==> config.mk <==
export PLATFORM = sky130hd
export DESIGN_NAME = neuron_accumulator
export DESIGN_NICKNAME = d
export VERILOG_FILES = /design/src/rtl/nn_pkg.sv /design/src/rtl/cla_adder32.sv /design/src/rtl/sat_add32.sv /design/src/rtl/neuron_accumulator.sv
export SDC_FILE = /design/constraint.sdc
export NUM_CORES = 1
export LEC_CHECK = 0
export CAP_MARGIN = 25
export CORE_ASPECT_RATIO = 2
export CORE_UTILIZATION = 50
export DETAILED_ROUTE_END_ITERATION = 6
export PLACE_DENSITY = 0.86
export SYNTH_ARGS = -nofsm -noshare
export SYNTH_HDL_FRONTEND = slang
export SYNTH_SLANG_ARGS = --single-unit
==> constraint.sdc <==
create_clock -name clk -period 3.25 [get_ports clk]
set_input_delay 0.975 -clock clk [delete_from_list [all_inputs] [get_ports clk]]
set_output_delay 0.975 -clock clk [all_outputs]
set_load 0.05 [all_outputs]
==> src/rtl/nn_pkg.sv <==
// Shared constants and types for the handwritten-digit network datapath.
package nn_pkg;

  localparam int DATA_W     = 32;
  localparam int IMG_PIXELS = 784;

  localparam logic [DATA_W-1:0] SAT_MAX = 32'h7FFF_FFFF;
  localparam logic [DATA_W-1:0] SAT_MIN = 32'h8000_0000;

  typedef enum logic [1:0] {
    IDLE  = 2'd0,
    ACCUM = 2'd1,
    DONE  = 2'd2
  } acc_state_t;

endpackage

==> src/rtl/cla_adder32.sv <==
// 32-bit carry look-ahead adder: 4-bit lookahead groups, carries chained between groups.
module cla_adder32 (
  input  logic [31:0] a_i,
  input  logic [31:0] b_i,
  input  logic        c_i,
  output logic [31:0] sum_o
);

  logic [31:0] g;
  logic [31:0] p;
  logic [31:0] c;

  assign g    = a_i & b_i;
  assign p    = a_i ^ b_i;
  assign c[0] = c_i;

  for (genvar gi = 0; gi < 8; gi++) begin : g_grp
    logic [3:0] gg;
    logic [3:0] pp;
    logic       cin;

    assign gg  = g[4*gi +: 4];
    assign pp  = p[4*gi +: 4];
    assign cin = c[4*gi];

    assign c[4*gi+1] = gg[0] | (pp[0] & cin);
    assign c[4*gi+2] = gg[1] | (pp[1] & gg[0]) | (pp[1] & pp[0] & cin);
    assign c[4*gi+3] = gg[2] | (pp[2] & gg[1]) | (pp[2] & pp[1] & gg[0])
                     | (pp[2] & pp[1] & pp[0] & cin);

    // The top group's carry-out is not needed: overflow is judged from sign bits.
    if (gi < 7) begin : g_cout
      assign c[4*gi+4] = gg[3] | (pp[3] & gg[2]) | (pp[3] & pp[2] & gg[1])
                       | (pp[3] & pp[2] & pp[1] & gg[0])
                       | (pp[3] & pp[2] & pp[1] & pp[0] & cin);
    end
  end

  assign sum_o = p ^ c;

endmodule

==> src/rtl/sat_add32.sv <==
// Combinational signed 32-bit saturating adder built on the CLA adder.
module sat_add32
  import nn_pkg::*;
(
  input  logic [DATA_W-1:0] a_i,
  input  logic [DATA_W-1:0] b_i,
  output logic [DATA_W-1:0] sum_o,
  output logic              ovf_o
);

  logic [DATA_W-1:0] raw_sum;

  cla_adder32 u_cla (
    .a_i   (a_i),
    .b_i   (b_i),
    .c_i   (1'b0),
    .sum_o (raw_sum)
  );

  // Like-signed operands producing an opposite-signed result means the true sum left range.
  assign ovf_o = (a_i[DATA_W-1] == b_i[DATA_W-1]) && (raw_sum[DATA_W-1] != a_i[DATA_W-1]);
  assign sum_o = ovf_o ? (a_i[DATA_W-1] ? SAT_MIN : SAT_MAX) : raw_sum;

endmodule

==> src/rtl/neuron_accumulator.sv <==
// Sequential saturating dot-product accumulator for one neuron.
// Build option: define NEURON_ACC_RELU_EN to apply ReLU to out_data.
module neuron_accumulator
  import nn_pkg::*;
#(
  parameter int N_INPUTS = IMG_PIXELS,
  parameter int CNT_W    = 10
) (
  input  logic              clk,
  input  logic              rst,
  input  logic              start,
  input  logic [DATA_W-1:0] bias,
  input  logic              in_valid,
  output logic              in_ready,
  input  logic [DATA_W-1:0] in_data,
  output logic              out_valid,
  input  logic              out_ready,
  output logic [DATA_W-1:0] out_data,
  output logic              busy,
  output logic              overflow
);

  localparam logic [CNT_W-1:0] LAST_CNT = CNT_W'(N_INPUTS - 1);

  acc_state_t        state_q;
  logic [DATA_W-1:0] acc_q;
  logic [DATA_W-1:0] acc_d;
  logic [CNT_W-1:0]  cnt_q;
  logic              ovf_q;
  logic              ovf_d;
  logic              in_ready_q;
  logic              out_valid_q;
  logic              busy_q;

  sat_add32 u_sat_add (
    .a_i   (acc_q),
    .b_i   (in_data),
    .sum_o (acc_d),
    .ovf_o (ovf_d)
  );

  always_ff @(posedge clk or posedge rst) begin
    if (rst) begin
      state_q     <= IDLE;
      acc_q       <= '0;
      cnt_q       <= '0;
      ovf_q       <= 1'b0;
      in_ready_q  <= 1'b0;
      out_valid_q <= 1'b0;
      busy_q      <= 1'b0;
    end else begin
      case (state_q)
        IDLE: begin
          if (start) begin
            state_q    <= ACCUM;
            acc_q      <= bias;
            cnt_q      <= '0;
            ovf_q      <= 1'b0;
            in_ready_q <= 1'b1;
            busy_q     <= 1'b1;
          end
        end
        ACCUM: begin
          if (in_valid && in_ready_q) begin
            acc_q <= acc_d;
            cnt_q <= cnt_q + 1'b1;
            ovf_q <= ovf_q | ovf_d;
            if (cnt_q == LAST_CNT) begin
              state_q     <= DONE;
              in_ready_q  <= 1'b0;
              out_valid_q <= 1'b1;
            end
          end
        end
        DONE: begin
          // A coincident start is deliberately dropped; the next neuron needs a fresh pulse.
          if (out_ready) begin
            state_q     <= IDLE;
            out_valid_q <= 1'b0;
            busy_q      <= 1'b0;
          end
        end
        default: begin
          state_q     <= IDLE;
          in_ready_q  <= 1'b0;
          out_valid_q <= 1'b0;
          busy_q      <= 1'b0;
        end
      endcase
    end
  end

  assign in_ready  = in_ready_q;
  assign out_valid = out_valid_q;
  assign busy      = busy_q;
  assign overflow  = ovf_q;

`ifdef NEURON_ACC_RELU_EN
  assign out_data = (out_valid_q && !acc_q[DATA_W-1]) ? acc_q : '0;
`else
  assign out_data = out_valid_q ? acc_q : '0;
`endif

endmodule

==> flow_summary.ini <==
[yosys]
async_flop_share_pct = 100
yosys_warnings = 0
syn_area_per_cell_sq_um = 8.80
yosys.area.top_type = dfrtp_1
synth.top_cell.area_share_pct = 30.6
ys_seq_elements = 48
synth_area_sq_um = 3930
synthTopCellsByArea = dfrtp_1 31%, ha_1 10%, a21oi_1 5.7%
synthFlopType = dfrtp_1
syn-num-nets = 555
synth_cell_types = 50
synth_seq_area_share_pct = 30.6
synthTopCellsByCount = 48 x dfrtp_1, 48 x nor2_1, 45 x a21oi_1, 32 x and2_1, 32 x ha_1
synth_edf_count = 0
syn_inst = 446

[job]
drv_cap = 0

[detailed_routing]
wire_per_inst_um = 27.3
dr.pass1.iters = 6
dr_total_vias = 5237
viasPerCell = 7.14
drc_errors = 0
ant_nets = 0
wl_mm = 20.0
dr.first_iter.drc_count = 640

[final_layout]
postLayoutCoreUtil_pct = 88.0
seq_area_sq_um = 1200
area_delta_synth_final_pct = 70.3
nNetsFinal = 745
final_cells = 733
fillers = 340
drive_gt1_share_pct = 37.5
multiInputGateArea_sq_um = 3230

[floorplanning]
die_area_sq_um = 8230
die_y_um = 127
die_x_um = 64.7
initial_core_util_pct = 51.7
fp.coreArea_sq_um = 7600
io_pins = 105
rows = 45

[clocking]
cts_tree = done
clock_path_buffers = 2
cts_max_level = 2
clk_latency_ns = 0.30
cts_made_buffers = 5
clockRootBuffer = clkbuf_16
cts.clk_slew.worst_paths_ns = 0.07
cts_sinks = 48

[setup_path]
max_stage_delay_ns = 0.45
worst_path_max_delay_cell = fa_1
path_class = input port to register
worstPathMaxFanout = 4
critPathArrivalTime_ns = 3.83
worstSetupStartpointType = input port
cp-end-kind = register
crit_required_ns = 3.42
path_cells = buf_2, ha_4, and4_1, or3b_4, a21o_4, buf_12, a211oi_4, or2_4, a21o_1, fa_1, a221oi_2, a21oi_2

[pwr]
vdd_drop_max_uv = 387
finalPower_mw = 1.62
leakagePower_nw = 3.09
p_per_area_nw_per_um2 = 242

[min_path]
hold_class = register to register

[grt]
grt_pass1_vias = 5210
grt_pass1_wl_mm = 27.5
grt_start_max_net_pins = 57
grt_antenna_before_repair = 1
globalRouteOverflowTotal = 0
grt_util_all_layers_pct = 45.1

[sta]
hold_viol = 0
setup-tns-final_ns = -7.36
finalClockSkew_ns = 0.00871
period_minus_slack_ns = 3.66
worst_slack_ns = -0.411
drv_slew = 0
clock.fmax_ghz = 0.273
slew_headroom_pct = 52.5
worst_pin_slew_ns = 0.713
min_period_over_period_pct = 113
rsz0062_at_grt = true
setup_violations = 33

[placement]
dp_hpwl_mm = 9.22
io_buffers = 104
place_inst = 686
place_congestion = 0.939

[run_status]
status = complete, but fails checks
violations = setup timing
[cell families after synthesis]
| logic type | Yosys count | share of synthesized area [%] |
|---|---|---|
| xor gates and xnor gates | 23 | 5.13 |
| adders and majority gates | 40 | 14.3 |
| buffers and inverters | 29 | 3.73 |
| AOI/OAI and AO/OA | 145 | 25.4 |
| and+or+nand+nor | 161 | 20.9 |
| DFF | 48 | 30.6 |
[worst max-delay path: cells and delay by family]
family	cells	cell delay, ns
and+or+nand+nor	3	0.78
adders and majority gates	2	0.72
AOI/OAI and AO/OA	5	1.07
buffers and inverters	2	0.27
[cell usage in the layout (no fill, tap or decap), drive strengths merged, types with 10 or more instances in the layout]
cell and n:
a21o 16, a21oi 45, a221oi 24, and2 32, buf 131, clkdlybuf4s50 52
dfrtp 48, dlygate4sd2 13, ha 32, inv 10, nand2 28, nand3 11
nor2 48, nor3 10, o21ai 20, xor2 15
[metrics by stage]
step | hold WS [ns] | area (sq um) | setup WS [ns]
6_report | 0.503 | 6690 | -0.411
5_1_grt | 0.521 | 6680 | -0.603
4_1_cts | 0.508 | 6490 | -0.118
3_5_place_dp | 0.483 | 5520 | -0.804
3_3_place_gp | 0.484 | 5520 | -0.729
2_1_floorplan | 0.488 | 4020 | -0.145
[power breakdown]
part           leakage [nW]  switching (mW)  internal (mW)
logic                  2.34           0.147          0.173
clock network        0.0944           0.255          0.444
registers             0.654        0.000882          0.597
total                  3.09           0.402           1.21
[layer usage]
layer	GRT usage [%]	routed length, um	up-vias
li1	-	-	2038
met2	76.4	9770	568
met1	46.8	6180	2417
met5	0.658	0	-
met3	12.3	2030	214
met4	32.3	2010	0
[path summary, 6_finish.rpt]
path,depth (start not counted),slack [ns],from,endpoint
worst max-delay path,12,-0.41,in_data[5],acc_q[24]
worst min-delay path,1,0.50,overflow,overflow
worst max register to register,11,-0.15,acc_q[6],acc_q[24]
worst min register to register,1,0.50,overflow,overflow
max in group asynchronous,3,1.65,rst,acc_q[27]
min in group asynchronous,2,1.05,rst,acc_q[22]
[layout make-up]
class / count / share of cell area [%]
Inverter: 9 / 0.505
Timing Repair Buffer: 203 / 28.5
Tap cell: 94 / 1.76
Multi-Input combinational cell: 369 / 48.3
Clock buffer: 5 / 1.87
Antenna cell: 2 / 0.0749
Clock inverter: 3 / 1.03
Sequential cell: 48 / 18.0
[repair_timing]
action                     4_1_cts  5_1_grt
hold buffers                     0        0
pin swaps                       73       36
gates cloned                     5        1
setup buffers                   23       11
setup endpoints to repair       33       33
resized for setup              137       40
[registers in the layout (all words and copies together), names as in the netlist]
name,flops
acc_q,32
cnt_q,10
state_q,2
busy,1
in_ready,1
out_valid,1
overflow,1
(Power assumes the default switching activity.)
==> RTL edit 1, RTL diff (same settings) <==
Build with the macro `NEURON_ACC_RELU_EN` defined.
--- a/src/rtl/neuron_accumulator.sv
+++ b/src/rtl/neuron_accumulator.sv
@@ -1,5 +1,7 @@
 // Sequential saturating dot-product accumulator for one neuron.
 // Build option: define NEURON_ACC_RELU_EN to apply ReLU to out_data.
+`define NEURON_ACC_RELU_EN
+
 module neuron_accumulator
   import nn_pkg::*;
 #(
Check against the original RTL: no difference found for any inputs over 4 cycles, from zero or initial values and one cycle with rst high; that may be too few to reach the edited logic, so the function may still have changed.
==> RTL edit 1 against the original RTL <==
  * The run ends with DRC, setup timing left
  * Wire length increased by 8.5%
  * Synthesized area rose by 2.1%
  * Clock skew grew 0.0011 ns
  * Worst setup slack better by 0.25 ns
  * Count of clock-buffer cells in the layout unchanged
  * Critical path depth unchanged
  * Sequential share of layout area decreased by 0.43 points
  * Cell count rose by 3.8%
  * Final area increased by 2.4%
  * Register-to-register slack improved by 0.33 ns
  * Sequential cell count stayed put
  * Non-clock buffer count is 2 lower
  * Critical path type unchanged
Power is left out: it rests on default switching activity, and per cell area and clock period it moved more than threefold.
==> RTL edit 1: results (changes against the original RTL) <==
Clocking
  • Clk_lat worst skew: 0.32 ns (was 0.30 ns)
  • Cts repair resizes: 57 (was 137)

Worst hold path
  • Worst Hold Depth: 2 (was 1)
  • Hold Crit Start: cnt_q[1]$_DFFE_PP0P_ (was overflow$_DFFE_PP0P_)
  • Hold Path Sink: cnt_q[1]$_DFFE_PP0P_ (was overflow$_DFFE_PP0P_)

Worst setup path
  • FF-to-FF Start: acc_q[1]$_DFFE_PP0P_ (was acc_q[6]$_DFFE_PP0P_)
  • Reg2Reg Setup Slack: 0.18 ns (was -0.15 ns)
  • Max incr delay on CP: 0.55 ns (was 0.45 ns)
  • Reg2reg path depth: 12 (was 11)

Finish
  • Layout cell share with drive strength beyond 1: 0.3243 (was 0.3752)
  • Nets: 774 (was 745)
  • Fill cells: 304 (was 340)
  • Data buffer area share: 0.3168 (was 0.2852)
  • Sequential share of cell area: 0.1754 (was 0.1797)
  • Final Cell Area: 6848 µm² (was 6685 µm²)
  • Fraction of area in multi-input gates: 0.4641 (was 0.4827)
  • Multi-Input Combinational: 401 (was 369)
  • Clock buf/inv share: 0.02174 (was 0.02901)
  • Non-clk invs: 8 (was 9)

STA
  • Setup violations, final: 26 (was 33)
  • Setup ws final: -0.1617 ns (was -0.4112 ns)
  • Worst Clk Skew: 0.009828 ns (was 0.008707 ns)

Placement
  • DP Area: 5924 µm² (was 5519 µm²)
  • HPWL Detailed: 10380 µm (was 9220 µm)
  • PortBufs: 103 (was 104)
  • GPL Wtd Cong: 0.8923 (was 0.9389)

Synth
  • Synth top area cells: dfrtp_1 (30%), ha_1 (10%), a21oi_1 (6.5%), and2_1 (5.0%), nor2_1 (4.8%) (was dfrtp_1 (31%), ha_1 (10%), a21oi_1 (5.7%), a221oi_1 (5.1%), and2_1 (5.1%))
  • Number of distinct library cells after synthesis: 54 (was 50)
  • Seq/Total Area, Yosys: 0.2996 (was 0.3059)
  • Top cells by instance count after synthesis: a21oi_1 (52), nor2_1 (51), dfrtp_1 (48), nand2_1 (48) (was dfrtp_1 (48), nor2_1 (48), a21oi_1 (45))
  • Post-synthesis net count: 589 (was 555)

Detailed routing
  • Iteration count of the initial detailed-routing pass: 7 (was 6)
  • Initial DRC count: 772 (was 640)
  • Vias: 5521 (was 5237)
  • Post-route DRC violation count: 4 (was 0)

GRT
  • Vias in the first global route: 5165 (was 5210)
  • Met2 usage in global routing: 0.7241 (was 0.7641)
  • Largest net degree at the start of global routing: 30 (was 57)
  • GRT Overall Usage: 0.4052 (was 0.4513)

Status
  • Status: finished, violations left (unchanged)
  • Failing checks: DRC, setup timing (was setup timing)
## RTL edit 1: changes by cell type after synthesis, moves of 3 or more
cell      before  now
a221oi_1      23    0
and4_1         5    0
nor2_1        48   51
clkbuf_1      11   15
nand3_1       11    8
a31oi_1        9   29
a21oi_1       45   52
o21ai_1        0    5
nor3_1        10   15
nor2b_1        1    4
or3_1          5    2
nand2_1       28   48
## RTL edit 1: how the worst max path moves through the flow
stage / from / end / slack [ns] / depth (start not counted)
global placement: in_data[1] / acc_q[25]$_DFFE_PP0P_ / -0.50 / 13
floorplan: in_data[9] / acc_q[25]$_DFFE_PP0P_ / 0.01 / 12
CTS: in_data[14] / acc_q[10]$_DFFE_PP0P_ / 0.0004 / 11
finish: in_data[3] / acc_q[23]$_DFFE_PP0P_ / -0.16 / 12
detailed placement: in_data[1] / acc_q[25]$_DFFE_PP0P_ / -0.62 / 13
global route: in_data[21] / acc_q[8]$_DFFE_PP0P_ / -0.23 / 12
## RTL edit 1: metrics by stage
stage	instances	TNS, ns	setup WS (ns)	hold WS [ns]
finish	761	-1.268	-0.1617	0.5646
global route	761	-3.929	-0.2312	0.5756
CTS	743	0	0.0004483	0.5102
detailed placement	729	-17.40	-0.6231	0.4809
global placement	729	-14.01	-0.4956	0.4835
floorplan	480	0	0.01301	0.4854
## RTL edit 1: cell families (layout without fill, tap and decap cells)
group	after synthesis	count (layout)	share of synthesized area
compound gates	148	148	0.2378
xor+xnor	23	23	0.05025
flops	48	48	0.2996
fa+ha+maj	40	40	0.1398
mux	2	2	0.004994
buf+inv	31	217	0.03808
other cells	1	2	0.0009354
simple gates	187	187	0.2285
## RTL edit 1: per-layer routing
metal	routed length, µm	vias to the layer above	share of wire
met5	0	-	0
met4	2724	0	0.13
met3	2300	282	0.11
met2	10050	646	0.46
met1	6608	2496	0.30
li1	-	2097	-
==> RTL edit 2, RTL diff (same settings) <==
Made on the original files. Put one more register stage on the output `overflow`, without a reset. The value now appears one clock later. The other outputs are not delayed to match.
--- a/src/rtl/neuron_accumulator.sv
+++ b/src/rtl/neuron_accumulator.sv
@@ -93,7 +93,9 @@
   assign in_ready  = in_ready_q;
   assign out_valid = out_valid_q;
   assign busy      = busy_q;
-  assign overflow  = ovf_q;
+  always_ff @(posedge clk) begin
+    overflow <= ovf_q;
+  end
 
 `ifdef NEURON_ACC_RELU_EN
   assign out_data = (out_valid_q && !acc_q[DATA_W-1]) ? acc_q : '0;
Formal check against the unedited RTL: not equivalent (a bounded check fails within 4 cycles, from zero or initial values and one cycle with rst high).
==> RTL edit 2 against the original RTL <==
  * The flow still finishes with violations (setup timing)
  * Synthesized area is 6.6% higher
  * Core utilization is 3.8 points lower
  * Sequential share of layout area is 0.20 points higher
  * Worst hold slack worse by 0.13 ns
  * Final area is 0.67% higher
  * Via count is 3.9% lower
  * First-iteration DRC count is 25% lower
  * Wire length is 6.9% lower
  * Sequential cell count is 1 higher
  * Worst setup slack worse by 0.018 ns
  * Critical endpoint is now acc_q[26]$_DFFE_PP0P_
  * Highest routed layer unchanged
Power is left out: it rests on default switching activity, and per cell area and clock period it moved more than threefold.
==> RTL edit 2: results (changes against the original RTL) <==
Status
  • Status: finished, violations left (unchanged)
  • Failing checks: setup timing (unchanged)

Detailed routing
  • Routed wl met2: 9357 µm (was 9771 µm)
  • M1 WL: 5934 µm (was 6180 µm)
  • WL final: 18610 µm (was 19990 µm)
  • Initial DRC count: 480 (was 640)
  • Iteration count of the initial detailed-routing pass: 7 (was 6)
  • WL met3: 1621 µm (was 2032 µm)
  • Vias: 5032 (was 5237)

Placement
  • HPWL Detailed: 10150 µm (was 9220 µm)
  • GPL Wtd Cong: 0.9037 (was 0.9389)

Worst setup path
  • FF-to-FF Start: acc_q[12]$_DFFE_PP0P_ (was acc_q[6]$_DFFE_PP0P_)
  • Max incr delay on CP: 0.57 ns (was 0.45 ns)
  • CP Max Fanout: 6 (was 4)
  • Slowest cell on crit path: o32ai_1 (was fa_1)
  • Crit path DAT: 3.89 ns (was 3.83 ns)
  • Reg2Reg Setup Slack: -0.07 ns (was -0.15 ns)
  • CP Launch Point: in_data[16] (was in_data[5])
  • Reg2reg path depth: 12 (was 11)
  • Crit path capture: acc_q[26]$_DFFE_PP0P_ (was acc_q[24]$_DFFE_PP0P_)

Clocking
  • Clk sinks: 49 (was 48)

Worst hold path
  • Hold Path Sink: overflow$_DFF_P_ (was overflow$_DFFE_PP0P_)
  • Worst Hold Depth: 0 (was 1)
  • Hold Crit Start: ovf_q$_DFFE_PP0P_ (was overflow$_DFFE_PP0P_)

Synth
  • Post-Synth XOR/XNOR Area: 0.05649 (was 0.05131)
  • Synth top area cells: dfrtp_1 (29%), ha_1 (9.6%), o221ai_2 (5.4%), and2_1 (4.8%), nor2_1 (4.7%) (was dfrtp_1 (31%), ha_1 (10%), a21oi_1 (5.7%), a221oi_1 (5.1%), and2_1 (5.1%))
  • Top cells by instance count after synthesis: nor2_1 (52), dfrtp_1 (48), nand2_1 (47) (was dfrtp_1 (48), nor2_1 (48), a21oi_1 (45))
  • Adder-cell share of the synthesized area: 0.1339 (was 0.1428)
  • Post-synthesis net count: 571 (was 555)
  • Number of distinct library cells after synthesis: 66 (was 50)
  • Synth Area in Compound Gates: 0.2570 (was 0.2537)
  • Seq/Total Area, Yosys: 0.2917 (was 0.3059)
  • Async SR Flop Fraction: 0.9796 (was 1.000)

GRT
  • Largest net degree at the start of global routing: 49 (was 57)
  • Met2 usage in global routing: 0.6801 (was 0.7641)
  • Initial antenna violation count: 0 (was 1)
  • Met3 global-route usage: 0.1250 (was 0.1232)
  • GRT Overall Usage: 0.4145 (was 0.4513)
  • Grt met1 use: 0.4327 (was 0.4676)

STA
  • Worst Clk Skew: 0.008588 ns (was 0.008707 ns)
  • Setup violations, final: 33 (unchanged)
  • Setup ws final: -0.4295 ns (was -0.4112 ns)
  • WHS: 0.3763 ns (was 0.5031 ns)
  • Worst-Margin Slew: 0.6017 ns (was 0.7130 ns)

Finish
  • Diodes inserted: 0 (was 2)
  • Layout cell share with drive strength beyond 1: 0.3808 (was 0.3752)
  • Nets: 775 (was 745)
-- RTL edit 2: stage by stage --
step           setup TNS, ns  instances  setup slack, ns  cell area [µm²]    util
2_1_floorplan       -0.03099        462         -0.02379             4403       -
3_3_place_gp          -19.04        730          -0.6640             6076  0.7595
3_5_place_dp          -21.33        730          -0.7372             6076  0.7595
4_1_cts             -0.06022        758         -0.04410             6564  0.8205
5_1_grt               -13.69        763          -0.5184             6730  0.8413
6_report              -11.46        763          -0.4295             6730  0.8413
-- RTL edit 2: repair_timing --
item,CTS,global route
buffers inserted,19,5
hold buffers,0,0
setup endpoints to repair,33,33
pin swaps,44,37
cloned,1,0
resized for setup,89,37
-- RTL edit 2: final cells by class --
type,instances,area [µm²]
clock buffer,5,125.1
multi-input combinational,377,3321
inverter,20,75.07
timing repair buffer,213,1842
fill,409,1270
tap,96,120.1
clock inverter,3,25.02
sequential,49,1222
